$ cat config.mk
export PLATFORM = sky130hd
export DESIGN_NAME = output_channel_enqueueing_unit
export DESIGN_NICKNAME = d
export VERILOG_FILES = /design/src/rtl/output_channel_enqueueing_unit.sv
export SDC_FILE = /design/constraint.sdc
export NUM_CORES = 1
export LEC_CHECK = 0
export BUFFER_PORTS_ARGS = -buffer_cell sky130_fd_sc_hd__buf_2
export CORE_ASPECT_RATIO = 1.1
export CORE_MARGIN = 4
export CORE_UTILIZATION = 47
export CTS_BUF_LIST = sky130_fd_sc_hd__clkbuf_2 sky130_fd_sc_hd__clkbuf_4 sky130_fd_sc_hd__clkbuf_8
export CTS_CLUSTER_SIZE = 28
export DETAILED_ROUTE_END_ITERATION = 10
export PLACE_DENSITY = 0.68
export SLEW_MARGIN = 20
export SYNTH_ARGS = -nofsm -noshare
export SYNTH_HDL_FRONTEND = slang
export SYNTH_SLANG_ARGS = --single-unit
$ cat constraint.sdc
create_clock -name clock -period 3.55 [get_ports clock]
set_clock_uncertainty 0.1 [all_clocks]
set_input_delay 0.1775 -clock clock [delete_from_list [all_inputs] [get_ports clock]]
set_output_delay 0.1775 -clock clock [all_outputs]
set_load 0.02 [all_outputs]
$ cat src/rtl/output_channel_enqueueing_unit.sv
// Per-channel output FIFOs fed from PE writeback under the OCE mask; each channel
// exposes a valid/ready producer port and a full flag used as backpressure.
module output_channel_enqueueing_unit #(
  parameter int NUM_OUTPUT_CHANNELS = 4,
  parameter int DATA_WIDTH          = 32,
  parameter int TAG_WIDTH           = 2,
  parameter int DEPTH               = 2
) (
  input  logic                                      clock,
  input  logic                                      reset,
  input  logic                                      enable,
  input  logic [NUM_OUTPUT_CHANNELS-1:0]            oce,
  input  logic [DATA_WIDTH-1:0]                     data,
  input  logic [TAG_WIDTH-1:0]                      tag,
  output logic [NUM_OUTPUT_CHANNELS-1:0]            full,
  output logic [NUM_OUTPUT_CHANNELS-1:0]            out_valid,
  output logic [NUM_OUTPUT_CHANNELS*DATA_WIDTH-1:0] out_data,
  output logic [NUM_OUTPUT_CHANNELS*TAG_WIDTH-1:0]  out_tag,
  input  logic [NUM_OUTPUT_CHANNELS-1:0]            out_ready,
  output logic                                      overflow_error
);

  localparam int PW = (DEPTH > 1) ? $clog2(DEPTH) : 1;
  localparam int CW = $clog2(DEPTH + 1);
  localparam int EW = TAG_WIDTH + DATA_WIDTH;

  logic [NUM_OUTPUT_CHANNELS-1:0] ovf;

  function automatic logic [PW-1:0] ptr_next(input logic [PW-1:0] p);
    return (p == PW'(DEPTH - 1)) ? '0 : p + PW'(1);
  endfunction

  for (genvar i = 0; i < NUM_OUTPUT_CHANNELS; i++) begin : g_ch
    logic [EW-1:0] mem [DEPTH];
    logic [PW-1:0] rd_ptr;
    logic [PW-1:0] wr_ptr;
    logic [CW-1:0] count;
    logic          enq;
    logic          deq;
    logic          accept;
    logic          is_full;

    assign is_full = (count == CW'(DEPTH));
    assign enq     = enable & oce[i];
    assign deq     = (count != '0) & out_ready[i];
    // A full channel still accepts when its head leaves in the same cycle.
    assign accept  = enq & (~is_full | deq);
    assign ovf[i]  = enq & is_full & ~deq;

    always_ff @(posedge clock or posedge reset) begin
      if (reset) begin
        rd_ptr <= '0;
        wr_ptr <= '0;
        count  <= '0;
      end else begin
        if (deq)    rd_ptr <= ptr_next(rd_ptr);
        if (accept) wr_ptr <= ptr_next(wr_ptr);
        if (accept && !deq)      count <= count + CW'(1);
        else if (deq && !accept) count <= count - CW'(1);
      end
    end

    // Storage contents are don't-care after reset, so no reset branch here.
    always_ff @(posedge clock) begin
      if (accept) mem[wr_ptr] <= {tag, data};
    end

    assign full[i]      = is_full;
    assign out_valid[i] = (count != '0);
    assign {out_tag[i*TAG_WIDTH +: TAG_WIDTH], out_data[i*DATA_WIDTH +: DATA_WIDTH]} = mem[rd_ptr];
  end

  always_ff @(posedge clock or posedge reset) begin
    if (reset)     overflow_error <= 1'b0;
    else if (|ovf) overflow_error <= 1'b1;
  end

endmodule

==> impl_metrics.toml <==
[status]
outcome = "completed"

[pwr]
p_sw_mw = 3.35
intPower_mw = 6.90
ir_drop_uv = 509
p_leak_nw = 4.87
netSwitchingFraction_pct = 32.7
p_per_area_nw_per_um2 = 769
power.total_mw = 10.3
p_seq_share_pct = 46.5
power.share.combinational_pct = 28.7
pwr-share-clk_pct = 24.8

[final_layout]
final_cells = 1102
drive_gt1_share_pct = 51.4
final_nets = 823
final_area_um2 = 13300
n_antenna_cell = 0
synthToLayoutAreaGrowth_pct = 23.3

[yosys]
synth_edf_count = 272
ys_warn_count = 0
synth.distinct_cells = 26
synth-seq-cells = 289
synthTopCellsByArea = "edfxtp_1 (76%), mux2_2 (14%), dfrtp_1 (3.9%)"
synth_top_area_share_pct = 75.5
synth_fp_nets = 559
yosysTopAreaCell = "edfxtp_1"
synth.yosys.seq_area_share_pct = 79.5
postSynthCellCount = 510
synth_area_per_cell_um2 = 21.2
synthTopCellsByCount = "edfxtp_1 (272), mux2_2 (136), dfrtp_1 (17), buf_6 (12)"
ys.flop_type = "edfxtp_1"
synth_area_um2 = 10800
synthArstFlopShare_pct = 5.88
yosysMostFrequentCell = "edfxtp_1"

[setup_path]
crit_family = "flip-flops"
crit_required_ns = 3.27
critical_path.max_stage_delay_ns = 0.99
crit_type = "register to primary output"
cp_num_buf_inv = 1
critical_path.max_fanout = 35
crit_path_end_kind = "primary output"
crit_chain = "mux2_2 -> buf_2"
arrival_ns = 2.16
crit_path_top_delay_cell = "dfrtp_2"
startpoint_type = "register"

[sta]
setup_violations = 0
clock.fmax_ghz = 0.410
fin_crit_ns = 2.44
hold_violations = 0
worstMarginPinSlew_ns = 1.04
hold_slack_ns = 0.0396
relSlewSlack_pct = 30.5
rsz0062_at_grt = "no"
period_share_pct = 68.6
fin_setup_tns_ns = 0
maxSlewViolCount = 0

[routing]
ant_nets = 0
wl_per_cell_um = 20.2
drt-met1-wl_um = 8830
first_iter_violations = 328
first_pass_iters = 4
vias = 5526
met2_length_um = 11700
vias_per_cell = 5.01
wirelength_um = 22300
wl_met3_um = 1310
drc = 0
top_layer = "met4"

[global_routing]
antenna_found_initial = 0
grt_pass1_wl_um = 33800
first_global_vias = 5961
grt_max_degree = 36
grt_util_all_layers_pct = 17.1
grt_overflow = 0

[clock_tree]
cts_buffers = 43
htree_levels = 2
clk_pin_slew_worst_paths_ns = 0.06
cts_max_path_buffers = 3
cts_root_buf = "clkbuf_8"
clk_latency_ns = 0.53
cts.sinks = 289
cts_tree = "done"
cts_setup_buffers = 0

[floorplanning]
rows = 57
start_util_pct = 48.3
die_x_um = 153
pin_count = 190
die_h_um = 167
dieArea_um2 = 25500
fp.coreArea_um2 = 22400

[placement]
dp.cells = 975
hpwl_um = 13800
place.gp.congestion = 0.788
numPortBuffers = 189
place_area_um2 = 12000

[flow_run]
cap_viol_max_count = 0

[min_path]
hold_path_class = "primary input to register"
[state kept, by name, indices dropped and copies added, names as in the netlist]
signal	flops
g_ch.count	8
overflow_error	1
g_ch.mem	272
g_ch.wr_ptr	4
g_ch.rd_ptr	4
[worst reg2reg max path: cells and delay by family, from the launching register on]
kind | cells | cell delay [ns]
AOI/OAI and AO/OA | 1 | 0.12
and+or+nand+nor | 2 | 0.41
buffers and inverters | 2 | 1.12
DFF | 1 | 0.44
[final timing paths]
check / start / to / slack [ns] / cells after the start
max: g_ch[3].rd_ptr / out_data[104] / 1.11 / 2
min: enable / g_ch[0].wr_ptr / 0.04 / 4
max reg2reg: g_ch[3].count[0] / overflow_error / 1.29 / 5
min reg2reg: g_ch[3].wr_ptr / g_ch[3].wr_ptr / 0.42 / 1
max in group asynchronous: reset / g_ch[0].rd_ptr / 2.69 / 3
min in group asynchronous: reset / g_ch[1].count[1] / 0.19 / 3
[through the flow]
step / setup slack, ns / utilization (%)
2_1_floorplan: 0.0430 / -
3_3_place_gp: 1.44 / 53.5
3_5_place_dp: 1.33 / 53.5
4_1_cts: 1.09 / 59.3
5_1_grt: 1.02 / 59.5
6_report: 1.11 / 59.5
[cell usage in the layout (no fill, tap or decap), drive strengths merged]
| cell type | instances |
|---|---|
| edfxtp | 272 |
| buf | 192 |
| mux2 | 136 |
| clkbuf | 65 |
| dlygate4sd3 | 47 |
| dfrtp | 17 |
| clkinv | 13 |
| xor2 | 10 |
| xnor2 | 10 |
| nand2 | 7 |
| nor2 | 7 |
| nor2b | 5 |
| or2 | 4 |
| and2 | 4 |
| ha | 4 |
| inv | 4 |
| o311a | 2 |
| nor4bb | 2 |
| a21oi | 1 |
| nor3b | 1 |
| nor3 | 1 |
| and4bb | 1 |
| o31ai | 1 |
| a31oi | 1 |
[cell type report]
| class | count | area, um2 |
|---|---|---|
| repair buffers | 239 | 1480 |
| well taps | 295 | 369 |
| multi-input cells | 197 | 2050 |
| clock inverters | 13 | 52.6 |
| clock buffers | 65 | 769 |
| flip-flops and latches | 289 | 8600 |
| fillers | 1664 | 9060 |
| inverters | 4 | 15.0 |
[per-layer routing]
layer	GRT usage, %	vias to the layer above
met1	20.7	2773
li1	-	2516
met2	29.9	199
met5	0	-
met4	5.39	0
met3	4.49	38
[power by group through the flow]
stage	clock, mW	combinational [mW]	sequential, mW
after floorplan	0	2.38	4.44
after global placement	0	2.88	4.81
after detailed placement	0	2.91	4.85
after CTS	2.61	2.97	4.79
after global routing	2.78	3.12	4.84
final	2.54	2.94	4.77
[what timing repair did]
item / CTS / global route
hold endpoints to repair: 298 / 0
resized for setup: 0 / 0
hold buffers: 47 / 0
setup endpoints to repair: 0 / 0
[kinds of logic (layout without fill, tap and decap cells)]
family / after synthesis / after routing / share of synthesized area, %
fa+ha+maj: 4 / 4 / 0.463
xor+xnor: 20 / 20 / 1.62
mux: 136 / 136 / 14.2
flops: 289 / 289 / 79.5
simple gates: 32 / 32 / 1.75
compound gates: 5 / 5 / 0.671
buf+inv: 24 / 321 / 1.85
Note: power is estimated with default switching activity, not from simulation.
